<file path="config.mk">
export PLATFORM = sky130hd
export DESIGN_NAME = i2c_target
export DESIGN_NICKNAME = d
export VERILOG_FILES = /design/src/rtl/i2c_pkg.sv /design/src/rtl/i2c_line_sync.sv /design/src/rtl/i2c_target.sv
export SDC_FILE = /design/constraint.sdc
export NUM_CORES = 1
export LEC_CHECK = 0
export CORE_MARGIN = 5
export CORE_UTILIZATION = 35
export CTS_CLUSTER_SIZE = 16
export DETAILED_ROUTE_END_ITERATION = 10
export MAX_ROUTING_LAYER = met4
export PLACE_DENSITY = 0.65
export SETUP_SLACK_MARGIN = 0.3
export SYNTH_ARGS = -nofsm -noshare
export SYNTH_HDL_FRONTEND = slang
export SYNTH_HIERARCHICAL = 1
export SYNTH_SLANG_ARGS = --single-unit
</file>
<file path="constraint.sdc">
create_clock -name clk -period 2.1 [get_ports clk]
set_input_delay 0.21 -clock clk [delete_from_list [all_inputs] [get_ports clk]]
set_output_delay 0.21 -clock clk [all_outputs]
set_load 0.01 [all_outputs]
</file>
<file path="src/rtl/i2c_pkg.sv">
// Shared definitions for the I2C target: FSM states, ACK/NACK bus levels,
// default address and the majority-vote helper used by the glitch filter.
package i2c_pkg;

    typedef enum logic [2:0] {
        IDLE      = 3'd0,
        ADDR      = 3'd1,
        ADDR_ACK  = 3'd2,
        WRITE     = 3'd3,
        WRITE_ACK = 3'd4,
        READ      = 3'd5,
        READ_ACK  = 3'd6,
        WAIT_STOP = 3'd7
    } i2c_state_e;

    localparam logic       ACK          = 1'b0;
    localparam logic       NACK         = 1'b1;
    localparam logic [6:0] DEFAULT_ADDR = 7'h42;

    function automatic logic majority3(input logic [2:0] v);
        return (v[0] & v[1]) | (v[1] & v[2]) | (v[0] & v[2]);
    endfunction

endpackage

</file>
<file path="src/rtl/i2c_line_sync.sv">
// One bus line: synchronizer chain, optional 3-sample majority filter
// (I2C_TARGET_GLITCH_FILTER_EN), and edge detection on the cleaned level.
module i2c_line_sync
    import i2c_pkg::*;
#(
    parameter int SYNC_STAGES = 2
)
(
    input  logic clk,
    input  logic reset,
    input  logic line_in,
    output logic level,
    output logic rise,
    output logic fall
);

    logic [SYNC_STAGES-1:0] sync_r;
    logic                   clean_s;
    logic                   prev_r;

    // Synchronizer chain; reset value matches an idle (high) bus
    always_ff @(posedge clk) begin
        if (!reset) begin
            sync_r <= {SYNC_STAGES{1'b1}};
        end else begin
            sync_r <= {sync_r[SYNC_STAGES-2:0], line_in};
        end
    end

`ifdef I2C_TARGET_GLITCH_FILTER_EN
    logic [1:0] hist_r;
    logic       filt_r;

    // Majority of the last three samples rejects single-cycle pulses
    always_ff @(posedge clk) begin
        if (!reset) begin
            hist_r <= 2'b11;
            filt_r <= 1'b1;
        end else begin
            hist_r <= {hist_r[0], sync_r[SYNC_STAGES-1]};
            filt_r <= majority3({hist_r, sync_r[SYNC_STAGES-1]});
        end
    end

    assign clean_s = filt_r;
`else
    assign clean_s = sync_r[SYNC_STAGES-1];
`endif

    // Previous-cycle copy for edge detection
    always_ff @(posedge clk) begin
        if (!reset) begin
            prev_r <= 1'b1;
        end else begin
            prev_r <= clean_s;
        end
    end

    assign level = clean_s;
    assign rise  = clean_s & ~prev_r;
    assign fall  = ~clean_s & prev_r;

endmodule

</file>
<file path="src/rtl/i2c_target.sv">
// I2C target (7-bit address) with byte-wide write/read handshakes.
// Optional SCL/SDA glitch filter enabled by I2C_TARGET_GLITCH_FILTER_EN.
module i2c_target
    import i2c_pkg::*;
#(
    parameter logic [6:0] TARGET_ADDR = DEFAULT_ADDR,
    parameter int         SYNC_STAGES = 2
)
(
    input  logic       clk,
    input  logic       reset,
    input  logic       enabled,
    input  logic       scl_in,
    input  logic       sda_in,
    output logic       sda_oe,
    output logic [7:0] rx_data,
    output logic       rx_valid,
    input  logic [7:0] tx_data,
    output logic       tx_req,
    output logic       busy
);

    logic scl_lvl, scl_rise, scl_fall;
    logic sda_lvl, sda_rise, sda_fall;
    logic start_s, stop_s;

    i2c_state_e state_r, state_n;
    logic [2:0] bit_cnt_r, cnt_n;
    logic [7:0] shift_r, shift_n;
    logic [7:0] rx_data_r, rx_data_n;
    logic       drive_r, drive_n;
    logic       rw_r, rw_n;
    logic       sent_r, sent_n;
    logic       busy_r, busy_n;
    logic       rx_valid_r, rx_valid_n;
    logic       tx_req_r, tx_req_n;
    logic       sda_oe_r;

    i2c_line_sync #(.SYNC_STAGES(SYNC_STAGES)) u_scl_sync (
        .clk    (clk),
        .reset  (reset),
        .line_in(scl_in),
        .level  (scl_lvl),
        .rise   (scl_rise),
        .fall   (scl_fall)
    );

    i2c_line_sync #(.SYNC_STAGES(SYNC_STAGES)) u_sda_sync (
        .clk    (clk),
        .reset  (reset),
        .line_in(sda_in),
        .level  (sda_lvl),
        .rise   (sda_rise),
        .fall   (sda_fall)
    );

    assign start_s = sda_fall & scl_lvl;
    assign stop_s  = sda_rise & scl_lvl;

    // Next-state logic; bus conditions override any SCL-driven activity
    always_comb begin
        state_n    = state_r;
        cnt_n      = bit_cnt_r;
        shift_n    = shift_r;
        drive_n    = drive_r;
        rw_n       = rw_r;
        sent_n     = sent_r;
        busy_n     = busy_r;
        rx_data_n  = rx_data_r;
        rx_valid_n = 1'b0;
        tx_req_n   = 1'b0;
        if (stop_s) begin
            state_n = IDLE;
            cnt_n   = 3'd0;
            drive_n = 1'b0;
            sent_n  = 1'b0;
            busy_n  = 1'b0;
        end else if (start_s) begin
            state_n = ADDR;
            cnt_n   = 3'd0;
            drive_n = 1'b0;
            sent_n  = 1'b0;
            busy_n  = 1'b1;
        end else begin
            case (state_r)
                ADDR: begin
                    if (scl_rise) begin
                        shift_n = {shift_r[6:0], sda_lvl};
                        cnt_n   = bit_cnt_r + 3'd1;
                        if (bit_cnt_r == 3'd7) begin
                            rw_n    = sda_lvl;
                            state_n = (shift_r[6:0] == TARGET_ADDR) ? ADDR_ACK : WAIT_STOP;
                        end else begin
                            rw_n = rw_r;
                        end
                    end else begin
                        shift_n = shift_r;
                    end
                end
                // drive_r doubles as the phase flag: low until the ACK is put on the bus
                ADDR_ACK: begin
                    if (scl_fall) begin
                        if (!drive_r) begin
                            drive_n = 1'b1;
                            if (rw_r) begin
                                shift_n  = tx_data;
                                tx_req_n = 1'b1;
                            end else begin
                                shift_n = shift_r;
                            end
                        end else if (rw_r) begin
                            drive_n = ~shift_r[7];
                            shift_n = {shift_r[6:0], 1'b0};
                            cnt_n   = 3'd0;
                            sent_n  = 1'b0;
                            state_n = READ;
                        end else begin
                            drive_n = 1'b0;
                            cnt_n   = 3'd0;
                            state_n = WRITE;
                        end
                    end else begin
                        drive_n = drive_r;
                    end
                end
                WRITE: begin
                    if (scl_rise) begin
                        shift_n = {shift_r[6:0], sda_lvl};
                        cnt_n   = bit_cnt_r + 3'd1;
                        if (bit_cnt_r == 3'd7) begin
                            rx_data_n  = {shift_r[6:0], sda_lvl};
                            rx_valid_n = 1'b1;
                            state_n    = WRITE_ACK;
                        end else begin
                            rx_data_n = rx_data_r;
                        end
                    end else begin
                        shift_n = shift_r;
                    end
                end
                WRITE_ACK: begin
                    if (scl_fall) begin
                        if (!drive_r) begin
                            drive_n = 1'b1;
                        end else begin
                            drive_n = 1'b0;
                            state_n = WRITE;
                        end
                    end else begin
                        drive_n = drive_r;
                    end
                end
                // shift_r[7] is always the next bit to present on a falling edge
                READ: begin
                    if (scl_rise) begin
                        cnt_n  = bit_cnt_r + 3'd1;
                        sent_n = (bit_cnt_r == 3'd7) ? 1'b1 : sent_r;
                    end else if (scl_fall) begin
                        if (sent_r) begin
                            drive_n = 1'b0;
                            sent_n  = 1'b0;
                            state_n = READ_ACK;
                        end else begin
                            drive_n = ~shift_r[7];
                            shift_n = {shift_r[6:0], 1'b0};
                        end
                    end else begin
                        drive_n = drive_r;
                    end
                end
                READ_ACK: begin
                    if (scl_rise) begin
                        if (sda_lvl == NACK) begin
                            state_n = WAIT_STOP;
                        end else begin
                            shift_n  = tx_data;
                            tx_req_n = 1'b1;
                            sent_n   = 1'b0;
                            state_n  = READ;
                        end
                    end else begin
                        state_n = state_r;
                    end
                end
                IDLE, WAIT_STOP: begin
                    state_n = state_r;
                end
                default: begin
                    state_n = IDLE;
                    drive_n = 1'b0;
                end
            endcase
        end
    end

    // State and output registers; disabled holds state with SDA released
    always_ff @(posedge clk) begin
        if (!reset) begin
            state_r    <= IDLE;
            bit_cnt_r  <= 3'd0;
            shift_r    <= 8'h00;
            drive_r    <= 1'b0;
            rw_r       <= 1'b0;
            sent_r     <= 1'b0;
            busy_r     <= 1'b0;
            rx_data_r  <= 8'h00;
            rx_valid_r <= 1'b0;
            tx_req_r   <= 1'b0;
            sda_oe_r   <= 1'b0;
        end else if (enabled) begin
            state_r    <= state_n;
            bit_cnt_r  <= cnt_n;
            shift_r    <= shift_n;
            drive_r    <= drive_n;
            rw_r       <= rw_n;
            sent_r     <= sent_n;
            busy_r     <= busy_n;
            rx_data_r  <= rx_data_n;
            rx_valid_r <= rx_valid_n;
            tx_req_r   <= tx_req_n;
            sda_oe_r   <= drive_n;
        end else begin
            rx_valid_r <= 1'b0;
            tx_req_r   <= 1'b0;
            sda_oe_r   <= 1'b0;
        end
    end

    assign sda_oe   = sda_oe_r;
    assign rx_data  = rx_data_r;
    assign rx_valid = rx_valid_r;
    assign tx_req   = tx_req_r;
    assign busy     = busy_r;

endmodule

</file>
==> impl_metrics.sql, run 1 <==
INSERT INTO impl_metrics (metric_group, metric, value, unit) VALUES
('timing', 'max_slew.worst_pin.slew', '0.393', 'ns'),
('setup_path', 'worst_setup_path_start_kind', 'flip-flop', ''),
('floorplan', 'ios', '25', ''),
('floorplan', 'chipWidth', '82.9', 'um'),
('setup_path', 'crit_type', 'reg2reg', ''),
('yosys', 'synthesis.area_per_instance', '8.91', 'sq um'),
('routing', 'post_detailed_route_wirelength_per_cell', '14.3', 'um'),
('timing', 'max_freq', '0.586', 'GHz'),
('power', 'leakage_power_of_the_design', '0.916', 'nW'),
('setup_path', 'crit_path_frequent_cell', 'sky130_fd_sc_hd__buf_6', ''),
('final_layout', 'final_layout_size_suffix_gt1_share', '22.1', '%'),
('yosys', 'count_of_flip_flops_with_a_built_in_enable_after_synthesis', '0', ''),
('cts', 'cts.root.buffer_cell', 'sky130_fd_sc_hd__clkbuf_8', ''),
('timing', 'unrepaired_setup_endpoints_after_global_routing', 'no', ''),
('floorplan', 'fp.coreArea', '5140', 'sq um'),
('timing', 'max_slew_margin', '73.5', '%'),
('final_layout', 'nets', '258', ''),
('setup_path', 'highest_delay_cell_along_the_critical_path', 'sky130_fd_sc_hd__a221oi_4', ''),
('cts', 'cts_htree_levels', '2', ''),
('global_routing', 'antenna_found_initial', '0', ''),
('routing', 'detail_route.wirelength', '4480', 'um'),
('final_layout', 'area_growth_syn_to_layout', '30.2', '%'),
('final_layout', 'final_util', '47.2', '%'),
('timing', 'timing.clock.skew', '0.00796', 'ns'),
('yosys', 'synth.yosys.seq_area_share', '37.6', '%'),
('routing', 'postRouteAntennaNets', '0', ''),
('floorplan', 'fp.dieArea', '6880', 'sq um'),
('timing', 'setup_total_negative_slack', '0', 'ns'),
('timing', 'timing.final.crit_period', '1.71', 'ns'),
('global_routing', 'globalRoute.totalOverflow', '0', ''),
('flow_run', 'max_cap_violations', '0', ''),
('global_routing', 'first_global_vias', '1561', ''),
('floorplan', 'die_height', '82.9', 'um'),
('cts', 'cts_tree', 'built', ''),
('yosys', 'postSynthRegisterBits', '35', ''),
('routing', 'drt-initial-drc-count', '180', ''),
('yosys', 'synth_top_cells_by_area', 'sky130_fd_sc_hd__dfxtp_1 38%, sky130_fd_sc_hd__mux2i_1 9.7%, sky130_fd_sc_hd__nand2b_1 4.4%, sky130_fd_sc_hd__nor2_1 3.6%, sky130_fd_sc_hd__a21oi_1 3.5%', ''),
('setup_path', 'worstSetupEndpointType', 'flip-flop', ''),
('yosys', 'ys.flop_type', 'sky130_fd_sc_hd__dfxtp_1', ''),
('outcome', 'run_status', 'finished, final reports clean', ''),
('timing', 'pins_over_slew_limit', '0', ''),
('routing', 'vias_per_cell', '5.29', ''),
('yosys', 'synth_most_common_cell', 'sky130_fd_sc_hd__dfxtp_1', ''),
('global_routing', 'top_usage_layer', 'met2', ''),
('routing', 'detail_route.drc_violations', '0', ''),
('global_routing', 'grt_start_max_net_pins', '23', ''),
('routing', 'routed-via-count', '1661', ''),
('yosys', 'synth_top_area_share', '37.6', '%'),
('cts', 'clockBufferDepth', '2', ''),
('timing', 'setup_viol_count_final', '0', ''),
('cts', 'clkLatencyLatePin', '0.29', 'ns'),
('final_layout', 'antenna-diode-count', '0', ''),
('placement', 'place_ws', '0.0527', 'ns'),
('yosys', 'synth_commonest_cells', '35 x sky130_fd_sc_hd__dfxtp_1, 18 x sky130_fd_sc_hd__mux2i_1, 18 x sky130_fd_sc_hd__nor2_1', ''),
('timing', 'post-route-period-util', '81.2', '%'),
('floorplan', 'std_cell_rows', '26', ''),
('setup_path', 'critPathMaxFanout', '8', ''),
('power', 'power-per-cell-area', '552', 'nW/um^2'),
('timing', 'timing.hold.ws', '0.408', 'ns'),
('global_routing', 'met3_usage', '3.47', '%'),
('yosys', 'netlist.top_cell.by_area', 'sky130_fd_sc_hd__dfxtp_1', ''),
('yosys', 'mappedNetlistArea', '1860', 'sq um'),
('setup_path', 'crit_path_cell_trace', 'buf_6, nor2b_4, and3b_1, o21ai_2, a221oi_4, buf_6, nor2_1, a211oi_1', ''),
('cts', 'clkSlewWorstSetupHoldPaths', '0.08', 'ns'),
('setup_path', 'worst-endpoint-arrival', '1.91', 'ns'),
('cts', 'cts_num_sinks', '35', ''),
('yosys', 'yosysWarningCount', '6', ''),
('hold_path', 'worstHoldPathType', 'reg2reg', ''),
('placement', 'numPortBuffers', '24', ''),
('power', 'ir_worst_vdd', '0.000307', 'V'),
('setup_path', 'timing.critical_path.slowest_cell_delay', '0.35', 'ns');
timing repair:
item                                    CTS  global route
gates cloned                              0             1
hold buffers                              0             0
pin swaps                                 1             6
endpoints found under the setup margin   13            23
resized for setup                         6            20
buffers inserted                          3             1
cell families after synthesis:
family	synth area share, %
simple gates	23.3
flops	37.6
fa+ha+maj	1.88
mux	9.68
compound gates	21.5
buf+inv	5.98
cell type report:
class,instances,area (sq um)
clock buffer,6,82.6
clock inverter,2,16.3
fill,521,2720
inverter,5,18.8
multi-input combinational,153,1120
sequential,35,712
tap,70,87.6
timing repair buffer,43,392
through the flow:
stage	cells	power, mW	instance area (sq um)
2_1_floorplan	209	0.771	1860
3_3_place_gp	301	0.820	2200
3_5_place_dp	301	0.820	2200
4_1_cts	312	1.35	2340
5_1_grt	314	1.41	2420
6_report	314	1.34	2420
flip-flops by register name, indices dropped and copies added (netlist names):
| name | cells |
|---|---|
| sent_r | 1 |
| shift_r | 8 |
| u_scl_sync/prev_r | 1 |
| drive_r | 1 |
| bit_cnt_r | 3 |
| busy | 1 |
| rx_data | 8 |
| tx_req | 1 |
| u_sda_sync/sync_r | 2 |
| rw_r | 1 |
| u_sda_sync/prev_r | 1 |
| u_scl_sync/sync_r | 2 |
| state_r | 3 |
| rx_valid | 1 |
| sda_oe | 1 |
worst max-delay path, delay by kind of cell (launching register included):
family	cells	cell delay, ns
AO/OA/AOI/OAI	3	0.62
AND/OR/NAND/NOR	3	0.36
flip-flops	1	0.33
buffers and inverters	2	0.31
layer usage:
metal / part of all wire (%) / wire length (um)
met3: 5.5 / 246
met1: 45 / 2010
met2: 46 / 2080
met5: 0 / 0
met4: 3.4 / 154
placed cells by master, fill, tap and decap left out, types with 2 or more instances in the layout:
cell / n
sky130_fd_sc_hd__a211oi_1: 5
sky130_fd_sc_hd__a211oi_2: 3
sky130_fd_sc_hd__a21oi_1: 13
sky130_fd_sc_hd__a31oi_1: 2
sky130_fd_sc_hd__and3_1: 2
sky130_fd_sc_hd__and3b_1: 2
sky130_fd_sc_hd__buf_4: 15
sky130_fd_sc_hd__buf_6: 3
sky130_fd_sc_hd__clkbuf_8: 6
sky130_fd_sc_hd__clkdlybuf4s50_1: 24
sky130_fd_sc_hd__dfxtp_1: 30
sky130_fd_sc_hd__dfxtp_2: 3
sky130_fd_sc_hd__dfxtp_4: 2
sky130_fd_sc_hd__ha_1: 2
sky130_fd_sc_hd__inv_1: 5
sky130_fd_sc_hd__mux2i_1: 18
sky130_fd_sc_hd__nand2_1: 9
sky130_fd_sc_hd__nand2b_1: 12
sky130_fd_sc_hd__nand3_1: 6
sky130_fd_sc_hd__nand3b_1: 6
sky130_fd_sc_hd__nor2_1: 18
sky130_fd_sc_hd__nor2_2: 2
sky130_fd_sc_hd__nor2b_1: 5
sky130_fd_sc_hd__nor2b_4: 3
sky130_fd_sc_hd__nor3_1: 2
sky130_fd_sc_hd__nor4_1: 2
sky130_fd_sc_hd__o21a_1: 4
sky130_fd_sc_hd__o21ai_0: 5
sky130_fd_sc_hd__o221a_2: 2
sky130_fd_sc_hd__o22ai_1: 4
sky130_fd_sc_hd__o31ai_1: 3
power breakdown:
group / total, mW / switching [mW] / internal (mW)
Clock: 0.519 / 0.251 / 0.267
Sequential: 0.683 / 0.0123 / 0.670
Combinational: 0.138 / 0.0657 / 0.0724
path summary, 6_finish.rpt:
path                            cells after the start                              end                            start
worst max register to register                      8          shift_r[1]$_SDFFE_PN0P_  u_scl_sync/sync_r[1]$_SDFF_PN1_
worst max-delay path                                8          shift_r[1]$_SDFFE_PN0P_  u_scl_sync/sync_r[1]$_SDFF_PN1_
worst min register to register                      1  u_scl_sync/sync_r[1]$_SDFF_PN1_  u_scl_sync/sync_r[0]$_SDFF_PN1_
worst min-delay path                                1  u_scl_sync/sync_r[1]$_SDFF_PN1_  u_scl_sync/sync_r[0]$_SDFF_PN1_
(Power assumes the default switching activity.)
==> run 2: changes to the inputs <==
==> constraint.sdc (replaced) <==
create_clock -name clk -period 1.65 [get_ports clk]
set_input_delay 0.165 -clock clk [delete_from_list [all_inputs] [get_ports clk]]
set_output_delay 0.165 -clock clk [all_outputs]
set_load 0.01 [all_outputs]
==> impl_metrics.sql, run 2 (synthesis gave the netlist of run 1 again) <==
INSERT INTO impl_metrics (metric_group, metric, value, unit) VALUES
('routing', 'post_detailed_route_wirelength_per_cell', '15.9', 'um'),
('timing', 'timing.final.crit_period', '1.72', 'ns'),
('cts', 'clkSlewWorstSetupHoldPaths', '0.08', 'ns'),
('global_routing', 'antenna_found_initial', '0', ''),
('setup_path', 'timing.critical_path.slowest_cell_delay', '0.34', 'ns'),
('setup_path', 'r2r-start', 'u_scl_sync/sync_r[1]$_SDFF_PN1_', ''),
('hold_path', 'worstHoldEndpoint', 'u_sda_sync/sync_r[1]$_SDFF_PN1_', ''),
('setup_path', 'highest_delay_cell_along_the_critical_path', 'sky130_fd_sc_hd__dfxtp_4', ''),
('final_layout', 'final_layout_size_suffix_gt1_share', '41.2', '%'),
('routing', 'detail_route.wirelength', '5570', 'um'),
('outcome', 'run_status', 'finished with violations', ''),
('setup_path', 'crit_required', '1.87', 'ns'),
('setup_path', 'critical_path.top_delay_family', 'buffers and inverters', ''),
('floorplan', 'starting_density_of_the_core', '36.2', '%'),
('routing', 'met3WireLength', '140', 'um'),
('routing', 'routed-via-count', '1842', ''),
('setup_path', 'r2r_slack', '-0.07', 'ns'),
('routing', 'vias_per_cell', '5.28', ''),
('timing', 'post-route-period-util', '104', '%'),
('cts', 'clockBufferDepth', '2', ''),
('routing', 'met2RoutedLength', '2940', 'um'),
('floorplan', 'std_cell_rows', '26', ''),
('cts', 'cts_hold_buffers', '0', ''),
('timing', 'hold_violations', '0', ''),
('setup_path', 'critical_path.startpoint', 'u_scl_sync/sync_r[1]$_SDFF_PN1_', ''),
('cts', 'cts.root.buffer_cell', 'sky130_fd_sc_hd__clkbuf_8', ''),
('global_routing', 'first_global_vias', '1778', ''),
('setup_path', 'worstSetupEndpointType', 'flip-flop', ''),
('global_routing', 'grt_start_max_net_pins', '22', ''),
('timing', 'max_slew.worst_pin.slew', '0.333', 'ns'),
('timing', 'timing.clock.skew', '0.0103', 'ns'),
('placement', 'place_congestion', '0.916', ''),
('timing', 'setup_viol_count_final', '10', ''),
('timing', 'setup_total_negative_slack', '-0.581', 'ns'),
('setup_path', 'crit_type', 'reg2reg', ''),
('routing', 'firstDrtPassIters', '4', ''),
('cts', 'cts_tree', 'built', ''),
('floorplan', 'fp.dieArea', '6880', 'sq um'),
('placement', 'dp_hpwl', '3500', 'um'),
('cts', 'cts_htree_levels', '2', ''),
('setup_path', 'worst-endpoint-arrival', '1.94', 'ns'),
('hold_path', 'worstHoldPathType', 'reg2reg', ''),
('cts', 'clkLatencyLatePin', '0.29', 'ns'),
('setup_path', 'crit_path_frequent_cell', 'sky130_fd_sc_hd__buf_6', ''),
('final_layout', 'antenna-diode-count', '0', ''),
('final_layout', 'area_growth_syn_to_layout', '57.5', '%'),
('floorplan', 'die_height', '82.9', 'um'),
('setup_path', 'timing.critical_path.buf_inv', '5', ''),
('global_routing', 'gr-usage-all-layers', '15.0', '%'),
('outcome', 'violations', 'negative setup slack', ''),
('final_layout', 'final_common_cell', 'sky130_fd_sc_hd__buf_4', ''),
('setup_path', 'r2r_end', 'shift_r[5]$_SDFFE_PN0P_', ''),
('timing', 'pins_over_slew_limit', '0', ''),
('floorplan', 'fp.coreArea', '5140', 'sq um'),
('cts', 'cts_num_sinks', '35', ''),
('hold_path', 'number_of_cells_traversed_by_the_worst_hold_path', '1', ''),
('global_routing', 'grt_pass1_wl', '8340', 'um'),
('timing', 'max_slew_margin', '77.5', '%'),
('flow_run', 'max_cap_violations', '0', ''),
('hold_path', 'worst_hold_startpoint', 'u_sda_sync/sync_r[0]$_SDFF_PN1_', ''),
('timing', 'max_freq', '0.580', 'GHz'),
('setup_path', 'worst_reg_to_reg_path_cell_count', '9', ''),
('routing', 'drt-initial-drc-count', '105', ''),
('final_layout', 'nets', '293', ''),
('timing', 'setup_slack', '-0.0737', 'ns'),
('floorplan', 'chipWidth', '82.9', 'um'),
('cts', 'total_cts_buffers', '5', ''),
('timing', 'unrepaired_setup_endpoints_after_global_routing', 'yes', ''),
('setup_path', 'critPathMaxFanout', '6', ''),
('power', 'power-per-cell-area', '617', 'nW/um^2'),
('final_layout', 'fill_cells', '463', ''),
('power', 'leakage_power_of_the_design', '1.29', 'nW'),
('final_layout', 'final_util', '57.1', '%'),
('power', 'ir_worst_vdd', '0.000347', 'V'),
('final_layout', 'highest_count_cells_in_the_layout_ignoring_fill_and_taps', '44 x sky130_fd_sc_hd__buf_4, 28 x sky130_fd_sc_hd__dfxtp_1, 18 x sky130_fd_sc_hd__mux2i_1', ''),
('routing', 'detail_route.drc_violations', '0', ''),
('setup_path', 'crit_path_cell_trace', 'nor2b_4, buf_6, buf_4, o22ai_2, a221oi_4, buf_6, buf_12, buf_16, a211oi_2', ''),
('floorplan', 'ios', '25', ''),
('placement', 'numPortBuffers', '24', ''),
('setup_path', 'worst_setup_path_start_kind', 'flip-flop', ''),
('routing', 'top_layer_used', 'met4', ''),
('global_routing', 'globalRoute.totalOverflow', '0', ''),
('routing', 'wl_met1', '2300', 'um'),
('routing', 'postRouteAntennaNets', '0', '');
[run 2: cell count changes in the layout (fill, tap and decap cells not counted), moves of 3 or more]
cell	previous run	this run
sky130_fd_sc_hd__a211oi_2	3	7
sky130_fd_sc_hd__buf_4	15	44
sky130_fd_sc_hd__nor2_1	18	14
sky130_fd_sc_hd__buf_12	0	4
sky130_fd_sc_hd__a21oi_2	0	3
sky130_fd_sc_hd__nor2_2	2	6
sky130_fd_sc_hd__a21oi_1	13	10
sky130_fd_sc_hd__clkdlybuf4s50_1	24	15
sky130_fd_sc_hd__a211oi_1	5	1
sky130_fd_sc_hd__dlymetal6s2s_1	0	8
[run 2: worst max-delay path by stage]
stage,endpoint,slack [ns],depth (start not counted)
after floorplan,shift_r[0]$_SDFFE_PN0P_,0.005,7
after global placement,shift_r[1]$_SDFFE_PN0P_,-0.18,7
after detailed placement,shift_r[2]$_SDFFE_PN0P_,-0.20,8
after CTS,state_r[2]$_SDFFE_PN0P_,-0.02,7
after global routing,shift_r[7]$_SDFFE_PN0P_,-0.16,9
final,shift_r[5]$_SDFFE_PN0P_,-0.07,9
[run 2: per-stage QoR]
stage	power [mW]	hold WS [ns]	area, sq um	setup WS (ns)	std cells
final	1.81	0.398	2930	-0.0737	349
after global routing	1.88	0.422	2930	-0.165	349
after CTS	1.79	0.400	2770	-0.0186	342
after detailed placement	1.08	0.392	2480	-0.200	327
after global placement	1.08	0.388	2480	-0.180	327
after floorplan	0.986	0.237	1920	0.00537	209
[run 2: final cells by class]
| class | count | area, sq um | share of cell area [%] |
|---|---|---|---|
| clock buffers | 6 | 93.8 | 3.20 |
| well taps | 70 | 87.6 | 2.99 |
| clock inverters | 2 | 13.8 | 0.469 |
| multi-input cells | 153 | 1250 | 42.5 |
| flip-flops and latches | 35 | 719 | 24.5 |
| repair buffers | 78 | 753 | 25.7 |
| inverters | 5 | 18.8 | 0.640 |
[run 2: per-layer routing]
metal,track usage [%],vias to the layer above
met5,-,-
met4,7.13,0
met3,2.87,16
met2,25.7,37
met1,16.8,896
li1,-,893
[run 2: where the power goes]
part           switching, mW  total (mW)  internal, mW
Clock                  0.325       0.713         0.389
Combinational          0.112       0.236         0.124
Sequential           0.00908       0.859         0.850
Total                  0.446        1.81          1.36
[run 2: repair_timing]
item	in CTS	in global routing
pin swaps	9	18
buffers inserted	6	7
gates cloned	1	0
resized for setup	32	26
setup endpoints to repair	29	36
==> run 3: changes to the inputs <==
--- a/config.mk
+++ b/config.mk
@@ -14,5 +14,4 @@
 export SETUP_SLACK_MARGIN = 0.3
 export SYNTH_ARGS = -nofsm -noshare
 export SYNTH_HDL_FRONTEND = slang
-export SYNTH_HIERARCHICAL = 1
 export SYNTH_SLANG_ARGS = --single-unit
==> impl_metrics.sql, run 3 <==
INSERT INTO impl_metrics (metric_group, metric, value, unit) VALUES
('outcome', 'run_status', 'finished with violations', ''),
('outcome', 'violations', 'negative setup slack', ''),
('timing', 'unrepaired_setup_endpoints_after_global_routing', 'yes', ''),
('setup_path', 'crit_path_frequent_cell', 'sky130_fd_sc_hd__a21oi_2', ''),
('yosys', 'count_of_flip_flops_with_a_built_in_enable_after_synthesis', '0', ''),
('routing', 'firstDrtPassIters', '4', ''),
('routing', 'routed-via-count', '2001', ''),
('global_routing', 'grt_pass1_wl', '9480', 'um'),
('yosys', 'synth_most_common_cell', 'sky130_fd_sc_hd__dfxtp_1', ''),
('routing', 'drt-initial-drc-count', '105', ''),
('cts', 'cts_tree', 'built', ''),
('final_layout', 'highest_count_cells_in_the_layout_ignoring_fill_and_taps', '45 x sky130_fd_sc_hd__buf_4, 28 x sky130_fd_sc_hd__dfxtp_1, 19 x sky130_fd_sc_hd__mux2i_1', ''),
('yosys', 'postSynthRegisterBits', '35', ''),
('timing', 'setup_slack', '-0.0695', 'ns'),
('floorplan', 'fp.coreArea', '5440', 'sq um'),
('yosys', 'ys.flop_type', 'sky130_fd_sc_hd__dfxtp_1', ''),
('cts', 'cts_htree_levels', '2', ''),
('power', 'share_comb_of_total_power', '35.5', '%'),
('final_layout', 'nets', '316', ''),
('yosys', 'yosysWarningCount', '0', ''),
('yosys', 'synth_commonest_cells', '35 x sky130_fd_sc_hd__dfxtp_1, 19 x sky130_fd_sc_hd__mux2i_1, 18 x sky130_fd_sc_hd__a21oi_1', ''),
('setup_path', 'highest_delay_cell_along_the_critical_path', 'sky130_fd_sc_hd__dfxtp_4', ''),
('final_layout', 'final_cell_count_no_fill', '370', ''),
('global_routing', 'antenna_found_initial', '0', ''),
('cts', 'clkSlewWorstSetupHoldPaths', '0.07', 'ns'),
('placement', 'dp_hpwl', '3780', 'um'),
('yosys', 'synth.yosys.seq_area_share', '36.4', '%'),
('timing', 'max_slew_margin', '78.6', '%'),
('setup_path', 'crit_path_cell_trace', 'or3b_4, buf_6, a21oi_2, a21oi_2, a221o_1, o2111a_1', ''),
('placement', 'numPortBuffers', '24', ''),
('power', 'sw_share', '32.1', '%'),
('global_routing', 'gr-usage-all-layers', '17.0', '%'),
('floorplan', 'std_cell_rows', '27', ''),
('flow_run', 'max_cap_violations', '0', ''),
('power', 'p_sw', '0.763', 'mW'),
('routing', 'postRouteAntennaNets', '0', ''),
('routing', 'detail_route.wirelength', '6030', 'um'),
('final_layout', 'final_util', '57.9', '%'),
('routing', 'detail_route.drc_violations', '0', ''),
('yosys', 'mappedNetlistArea', '1930', 'sq um'),
('setup_path', 'worst_setup_path_start_kind', 'flip-flop', ''),
('power', 'share_clk_of_total_power', '24.6', '%'),
('timing', 'timing.clock.skew', '0.00794', 'ns'),
('setup_path', 'timing.critical_path.slowest_cell_delay', '0.39', 'ns'),
('yosys', 'syn-num-nets', '243', ''),
('timing', 'hold_violations', '0', ''),
('floorplan', 'chipWidth', '84.2', 'um'),
('power', 'power-per-cell-area', '755', 'nW/um^2'),
('timing', 'post-route-period-util', '104', '%'),
('yosys', 'synthesis.area_per_instance', '8.56', 'sq um'),
('cts', 'total_cts_buffers', '5', ''),
('yosys', 'synthArstFlopShare', '0', '%'),
('final_layout', 'area_growth_syn_to_layout', '63.4', '%'),
('global_routing', 'first_global_vias', '1928', ''),
('final_layout', 'final_common_cell', 'sky130_fd_sc_hd__buf_4', ''),
('power', 'cell_internal_pwr', '1.61', 'mW'),
('floorplan', 'ios', '25', ''),
('yosys', 'synth_top_area_share', '36.4', '%'),
('timing', 'setup_viol_count_final', '11', ''),
('floorplan', 'starting_density_of_the_core', '35.4', '%'),
('timing', 'max_slew.worst_pin.slew', '0.320', 'ns'),
('setup_path', 'worst-endpoint-arrival', '1.90', 'ns'),
('cts', 'cts.root.buffer_cell', 'sky130_fd_sc_hd__clkbuf_8', ''),
('setup_path', 'critical_path.top_delay_family', 'compound AO/OA/AOI/OAI gates', ''),
('cts', 'cts_hold_buffers', '0', ''),
('final_layout', 'fin_area', '3150', 'sq um'),
('floorplan', 'fp.dieArea', '7090', 'sq um'),
('timing', 'max_freq', '0.582', 'GHz'),
('placement', 'dpl_cell_area', '2570', 'sq um'),
('power', 'power.share.sequential', '39.9', '%'),
('timing', 'timing.final.crit_period', '1.72', 'ns'),
('cts', 'cts_num_sinks', '35', ''),
('timing', 'pins_over_slew_limit', '0', ''),
('global_routing', 'grt_start_max_net_pins', '19', ''),
('setup_path', 'crit_required', '1.83', 'ns'),
('yosys', 'synth_cell_type_count', '47', ''),
('cts', 'clockBufferDepth', '2', ''),
('yosys', 'synth_top_cells_by_area', 'sky130_fd_sc_hd__dfxtp_1 36%, sky130_fd_sc_hd__mux2i_1 9.9%, sky130_fd_sc_hd__a21oi_1 4.7%, sky130_fd_sc_hd__nand2_1 3.3%, sky130_fd_sc_hd__ha_1 3.2%', ''),
('floorplan', 'die_height', '84.2', 'um'),
('final_layout', 'antenna-diode-count', '0', ''),
('cts', 'clkLatencyLatePin', '0.29', 'ns'),
('setup_path', 'critPathMaxFanout', '8', ''),
('power', 'ir_worst_vdd', '0.000676', 'V'),
('setup_path', 'crit_type', 'reg2reg', ''),
('final_layout', 'final_layout_size_suffix_gt1_share', '40.6', '%'),
('setup_path', 'timing.critical_path.buf_inv', '1', ''),
('routing', 'vias_per_cell', '5.41', ''),
('hold_path', 'worstHoldPathType', 'reg2reg', ''),
('yosys', 'postSynthCellCount', '225', ''),
('placement', 'count_of_placed_standard_cells_including_taps', '346', ''),
('setup_path', 'worstSetupEndpointType', 'flip-flop', ''),
('global_routing', 'globalRoute.totalOverflow', '0', ''),
('placement', 'place_congestion', '0.927', ''),
('power', 'leakage_power_of_the_design', '1.32', 'nW'),
('routing', 'post_detailed_route_wirelength_per_cell', '16.3', 'um'),
('yosys', 'netlist.top_cell.by_area', 'sky130_fd_sc_hd__dfxtp_1', '');
[run 3: changes by cell type after synthesis, moves of 4 or more]
cell,change
sky130_fd_sc_hd__nand2_1,+8
sky130_fd_sc_hd__a311oi_1,+6
sky130_fd_sc_hd__nor3b_1,+6
sky130_fd_sc_hd__a21oi_1,+5
sky130_fd_sc_hd__nor2_1,-5
sky130_fd_sc_hd__a211oi_1,-4
sky130_fd_sc_hd__nand2b_1,-4
[run 3: final timing paths]
check                                       start                         endpoint  slack, ns  cells past startpoint
hold / removal    u_scl_sync.sync_r[0]$_SDFF_PN1_  u_scl_sync.sync_r[1]$_SDFF_PN1_       0.41                      1
setup / recovery          state_r[1]$_SDFFE_PN0P_             drive_r$_SDFFE_PN0P_      -0.07                      6
setup reg to reg          state_r[1]$_SDFFE_PN0P_             drive_r$_SDFFE_PN0P_      -0.07                      6
hold reg to reg   u_scl_sync.sync_r[0]$_SDFF_PN1_  u_scl_sync.sync_r[1]$_SDFF_PN1_       0.41                      1
[run 3: kinds of logic (layout without fill, tap and decap cells)]
family,after synthesis,in the layout,share of synthesized area [%]
AND/OR/NAND/NOR,77,77,22.2
flip-flops,35,35,36.4
XOR/XNOR,2,2,0.909
adder cells (fa/ha/maj),6,6,3.77
buffers and inverters,27,99,6.36
AO/OA/AOI/OAI,59,60,20.5
multiplexers,19,19,9.87
[run 3: area by class of cell]
class | count | area [sq um]
Sequential cell | 35 | 719
Timing Repair Buffer | 84 | 806
Inverter | 8 | 30.0
Multi-Input combinational cell | 164 | 1430
Tap cell | 72 | 90.1
Clock buffer | 7 | 76.3
Fill cell | 471 | 2290
[run 3: routing by layer]
layer	vias up	global-route usage (%)	part of all wire, %
li1	960	-	-
met1	983	21.7	45
met2	48	27.1	49
met3	10	2.94	3.8
met4	0	5.99	1.4
met5	-	-	0
[run 3: timing repair]
| item | in CTS | in global routing |
|---|---|---|
| pin swaps | 11 | 30 |
| endpoints found under the setup margin | 28 | 36 |
| cloned | 0 | 2 |
| hold endpoints to repair | 0 | 0 |
| buffers inserted | 8 | 7 |
| gates resized for setup | 45 | 41 |
[run 3: power by group through the flow]
stage | clock [mW] | combinational, mW | sequential, mW
floorplan | 0 | 0.410 | 0.945
global placement | 0 | 0.612 | 0.964
detailed placement | 0 | 0.619 | 0.964
CTS | 0.598 | 0.697 | 0.944
global route | 0.637 | 0.901 | 0.955
finish | 0.585 | 0.843 | 0.950
[run 3: stage by stage]
stage	power [mW]	setup TNS [ns]	setup slack, ns	hold slack [ns]
finish	2.38	-0.304	-0.0695	0.409
global route	2.49	-1.44	-0.158	0.419
CTS	2.24	-0.314	-0.0532	0.411
detailed placement	1.58	-2.39	-0.245	0.394
global placement	1.58	-2.18	-0.196	0.393
floorplan	1.35	-1.46	-0.143	0.237
==> variant 1, RTL diff (flow settings as in run 2) <==
Register the inputs `enabled`, `scl_in`, `sda_in` and `tx_data` before use, with the module's reset. The logic sees them one clock later.
--- a/src/rtl/i2c_target.sv
+++ b/src/rtl/i2c_target.sv
@@ -20,6 +20,25 @@
     output logic       busy
 );
 
+    logic enabled_q;
+    logic scl_q;
+    logic sda_q;
+    logic [7:0] tx_data_q;
+
+    always_ff @(posedge clk) begin
+        if (!reset) begin
+            enabled_q <= '0;
+            scl_q     <= '0;
+            sda_q     <= '0;
+            tx_data_q <= '0;
+        end else begin
+            enabled_q <= enabled;
+            scl_q     <= scl_in;
+            sda_q     <= sda_in;
+            tx_data_q <= tx_data;
+        end
+    end
+
     logic scl_lvl, scl_rise, scl_fall;
     logic sda_lvl, sda_rise, sda_fall;
     logic start_s, stop_s;
@@ -39,7 +58,7 @@
     i2c_line_sync #(.SYNC_STAGES(SYNC_STAGES)) u_scl_sync (
         .clk    (clk),
         .reset  (reset),
-        .line_in(scl_in),
+        .line_in(scl_q),
         .level  (scl_lvl),
         .rise   (scl_rise),
         .fall   (scl_fall)
@@ -48,7 +67,7 @@
     i2c_line_sync #(.SYNC_STAGES(SYNC_STAGES)) u_sda_sync (
         .clk    (clk),
         .reset  (reset),
-        .line_in(sda_in),
+        .line_in(sda_q),
         .level  (sda_lvl),
         .rise   (sda_rise),
         .fall   (sda_fall)
@@ -103,7 +122,7 @@
                         if (!drive_r) begin
                             drive_n = 1'b1;
                             if (rw_r) begin
-                                shift_n  = tx_data;
+                                shift_n  = tx_data_q;
                                 tx_req_n = 1'b1;
                             end else begin
                                 shift_n = shift_r;
@@ -173,7 +192,7 @@
                         if (sda_lvl == NACK) begin
                             state_n = WAIT_STOP;
                         end else begin
-                            shift_n  = tx_data;
+                            shift_n  = tx_data_q;
                             tx_req_n = 1'b1;
                             sent_n   = 1'b0;
                             state_n  = READ;
@@ -207,7 +226,7 @@
             rx_valid_r <= 1'b0;
             tx_req_r   <= 1'b0;
             sda_oe_r   <= 1'b0;
-        end else if (enabled) begin
+        end else if (enabled_q) begin
             state_r    <= state_n;
             bit_cnt_r  <= cnt_n;
             shift_r    <= shift_n;
Check against the original RTL: not equivalent (Yosys sat finds a counterexample within 4 cycles, from zero or initial values and one cycle with reset low).
==> variant 1 against run 2 <==
The run still ends with negative setup slack left. Clock power rose by 3.6%. First-iteration DRC count down 14%. Wire length grew 1.2%. Worst setup slack worse by 0.057 ns. Synthesized area increased by 12%. Largest cell class unchanged. Sequential cell count is 11 higher. Largest power group unchanged. Power rose by 17%. Non-clock buffer count is 8 higher. Final area rose by 11%.
==> variant 1: results (changes against run 2) <==
outcome:
  run_status: "finished with violations"  # unchanged
  violations_in_the_final_reports: "negative setup slack"  # unchanged
sta:
  finalSetupViolCount: 20  # was 10
  worstMarginPinSlew_ns: 0.5021  # was 0.3331 ns
  finalWorstSetupSlack_ns: -0.1308  # was -0.07371 ns
  fin_tns_setup_ns: -1.348  # was -0.5809 ns
  minimum_hold_slack_ns: 0.4071  # was 0.3983 ns
grt:
  first_pass_grt_wire_length_mm: 9.239  # was 8.342 mm
  number_of_global_route_vias_before_repair: 1938  # was 1778
  gr-usage-all-layers: 0.1590  # was 0.1501
route:
  via_per_inst: 5.094  # was 5.278
  detail_route.iter0.violations: 90  # was 105
  detail_route.wirelength_mm: 5.635  # was 5.566 mm
synthesis:
  synthMuxAreaShare: 0.1021  # was 0.09677
  postSynthNetCount: 242  # was 224
  count_of_unique_library_cells_instantiated_by_yosys: 50  # was 49
  synth_compound_area_frac: 0.1598  # was 0.2151
  synth_xor_area_frac: 0.004204  # was 0
  synth_sequential_area_ratio: 0.4420  # was 0.3763
  synth_adder_area_share: 0.01682  # was 0.01882
  syn_avg_cell_area_um2: 9.177  # was 8.908 um^2
  top_cells_by_area_in_the_synthesized_netlist: "dfxtp_1 (44%), mux2i_1 (9.1%), nor2_1 (5.4%)"  # was dfxtp_1 (38%), mux2i_1 (9.7%), nand2b_1 (4.4%)
power_and_ir_drop:
  switching_share: 0.2406  # was 0.2466
  power.ir.vdd_worst_mv: 0.4866  # was 0.3469 mV
  clkPwrFrac: 0.351  # was 0.394
finish:
  fill_cells: 503  # was 463
  finish.cell_count_without_fillers: 382  # was 349
  number_of_nets_in_the_final_layout: 321  # was 293
placement:
  weighted_congestion_reported_at_the_end_of_routability_driven_placement: 0.9874  # was 0.9159
  placed_cell_area_um2: 2728  # was 2480 um^2
  worst_slack_after_detailed_placement_ns: -0.2472  # was -0.1997 ns
worst_setup_path:
  timing.rr.end: "shift_r[4]"  # was shift_r[5]
  critPathArrivalTime_ns: 1.97  # was 1.94 ns
  count_of_cells_along_the_worst_register_to_register_path: 7  # was 9
==> variant 1: worst max-delay path: stages (launching register included) <==
cell and delay, ns:
dfxtp_4 0.37, nor2b_4 0.17, mux2i_1 0.11, a221o_1 0.35, a211oi_4 0.33, buf_6 0.17, buf_16 0.11, a211oi_2 0.06
==> variant 1: what timing repair did <==
item,CTS,global route
setup endpoints to repair,36,31
gates cloned,1,0
setup buffers,11,4
pin swaps,19,8
resized for setup,66,21
==> variant 1: layer usage <==
metal  global-route usage  routed length, um
met5                    -                  0
met2               0.2595               2863
met1               0.1942               2475
met3              0.03784                233
met4              0.05021                 62
==> variant 1: area by class of cell <==
cell class / instances / area [um^2] / share of cell area
tap: 75 / 93.84 / 0.02884
sequential: 46 / 939.7 / 0.2887
inverter: 9 / 33.78 / 0.01038
clock inverter: 1 / 8.758 / 0.002691
multi-input combinational: 158 / 1299 / 0.3991
timing repair buffer: 86 / 793.3 / 0.2438
clock buffer: 7 / 86.33 / 0.02653
==> variant 2, RTL diff (config.mk and constraints of run 2) <==
Without the edit above. Add a define of `I2C_TARGET_GLITCH_FILTER_EN`.
--- a/src/rtl/i2c_line_sync.sv
+++ b/src/rtl/i2c_line_sync.sv
@@ -1,5 +1,7 @@
 // One bus line: synchronizer chain, optional 3-sample majority filter
 // (I2C_TARGET_GLITCH_FILTER_EN), and edge detection on the cleaned level.
+`define I2C_TARGET_GLITCH_FILTER_EN
+
 module i2c_line_sync
     import i2c_pkg::*;
 #(
Behaviour: not the same (Yosys sat finds a counterexample within 4 cycles, from zero or initial values and one cycle with reset low).
==> variant 2 against run 2 <==
The flow still finishes with violations (negative setup slack). Core utilization fell by 1.8 points. Sequential cell count rose by 6. First-iteration DRC count rose by 5.7%. Via count rose by 1.5%. Synthesized area rose by 9.3%. Wire length fell by 5.0%. Non-clock buffer count did not move. Fmax rose by 1.5%. Final area rose by 4.9%. Die area rose by 8.1%. Worst setup slack improved by 0.025 ns.
Power is not compared: it rests on default switching activity, and its combinational part moved more than twofold at a synthesized area within 25%.
==> variant 2: results (changes against run 2) <==
outcome:
  run_status: "finished with violations"  # unchanged
  violations_in_the_final_reports: "negative setup slack"  # unchanged
worst_setup_path:
  count_of_cells_along_the_worst_register_to_register_path: 8  # was 9
  critPathArrivalTime_ns: 1.89  # was 1.94 ns
  timing.rr.end: "rx_data[4]"  # was shift_r[5]
  crit_path_max_fanout: 7  # was 6
  cpPeakStageDelay_ns: 0.36  # was 0.34 ns
  worst_path_dominant_cell_family: "simple AND/OR/NAND/NOR gates"  # was buffers and inverters
worst_hold_path:
  hold_start: "u_scl_sync/sync_r[0]"  # was u_sda_sync/sync_r[0]
  hold_end: "u_scl_sync/sync_r[1]"  # was u_sda_sync/sync_r[1]
sta:
  timing.clock.skew_ns: 0.005291  # was 0.01027 ns
  finalSetupViolCount: 15  # was 10
  minimum_hold_slack_ns: 0.4139  # was 0.3983 ns
  finalWorstSetupSlack_ns: -0.04840  # was -0.07371 ns
  worstMarginPinSlew_ns: 0.3495  # was 0.3331 ns
placement:
  placed_cells_incl_taps: 349  # was 327
  worst_slack_after_detailed_placement_ns: -0.1699  # was -0.1997 ns
  place_hpwl_mm: 3.661  # was 3.504 mm
  weighted_congestion_reported_at_the_end_of_routability_driven_placement: 0.9236  # was 0.9159
route:
  via_per_inst: 5.095  # was 5.278
  routed-via-count: 1870  # was 1842
  drt-wirelength-per-cell_um: 14.41  # was 15.95 um
synthesis:
  synthesis.instances: 225  # was 209
  postSynthNetCount: 240  # was 224
  count_of_unique_library_cells_instantiated_by_yosys: 49  # unchanged
  top_cell_types_by_occurrence_after_synthesis: "dfxtp_1 (41), nor2_1 (20), mux2i_1 (18)"  # was dfxtp_1 (35), mux2i_1 (18), nor2_1 (18)
  synth_sequential_area_ratio: 0.4034  # was 0.3763
grt:
  global_route.usage.met2: 0.2348  # was 0.2566
  grt_met1_usage: 0.1931  # was 0.1678
  first_pass_grt_wire_length_mm: 8.749  # was 8.342 mm
  global_route.usage.met3: 0.03612  # was 0.02871
  gr-usage-all-layers: 0.1513  # was 0.1501
finish:
  final_layout_size_suffix_gt1_frac: 0.4034  # was 0.4122
  fill_cells: 508  # was 463
## variant 2: changes by cell type after synthesis, sizes merged
| cell | delta |
|---|---|
| a21oi | +2 |
| dfxtp | +6 |
| nand2b | +4 |
| nor2 | +2 |
| o21ai | +2 |
## variant 2: final cells by class
type	count	area (um^2)	area share
Tap cell	72	90.09	0.02927
Clock buffer	5	68.82	0.02236
Clock inverter	3	25.02	0.008130
Inverter	5	18.77	0.006098
Multi-Input combinational cell	163	1333	0.4329
Timing Repair Buffer	78	703.2	0.2285
Sequential cell	41	839.6	0.2728
## variant 2: power by group through the flow
stage	clock (mW)	combinational [mW]	sequential, mW
floorplan	0	0.0398	1.02
global placement	0	0.0972	1.02
detailed placement	0	0.0976	1.02
CTS	0.711	0.101	0.997
global route	0.759	0.115	0.996
finish	0.689	0.106	0.995
## variant 2: layer usage
| metal | vias up | part of all wire |
|---|---|---|
| li1 | 949 | - |
| met1 | 883 | 0.48 |
| met2 | 33 | 0.47 |
| met3 | 5 | 0.039 |
| met4 | 0 | 0.011 |
| met5 | - | 0 |
## variant 2: through the flow
step | util | area (um^2)
5_1_grt | 0.5522 | 3078
3_5_place_dp | 0.4795 | 2673
2_1_floorplan | - | 2093
4_1_cts | 0.5235 | 2918
3_3_place_gp | 0.4795 | 2673
6_report | 0.5522 | 3078
## variant 2: cells by family (layout without fill, tap and decap cells)
kind of cell	count (synthesis)	in the layout	share of synthesized area
flip-flops	41	41	0.4034
multiplexers	18	18	0.08856
AND/OR/NAND/NOR	84	84	0.2294
buffers and inverters	21	91	0.05474
adder cells (fa/ha/maj)	3	3	0.01722
AO/OA/AOI/OAI	58	58	0.2066
## variant 2: timing repair
action,CTS,global route
setup buffers,8,1
resized for setup,39,32
pin swaps,15,11
hold buffers,0,0
setup endpoints to repair,34,31
gates cloned,0,1
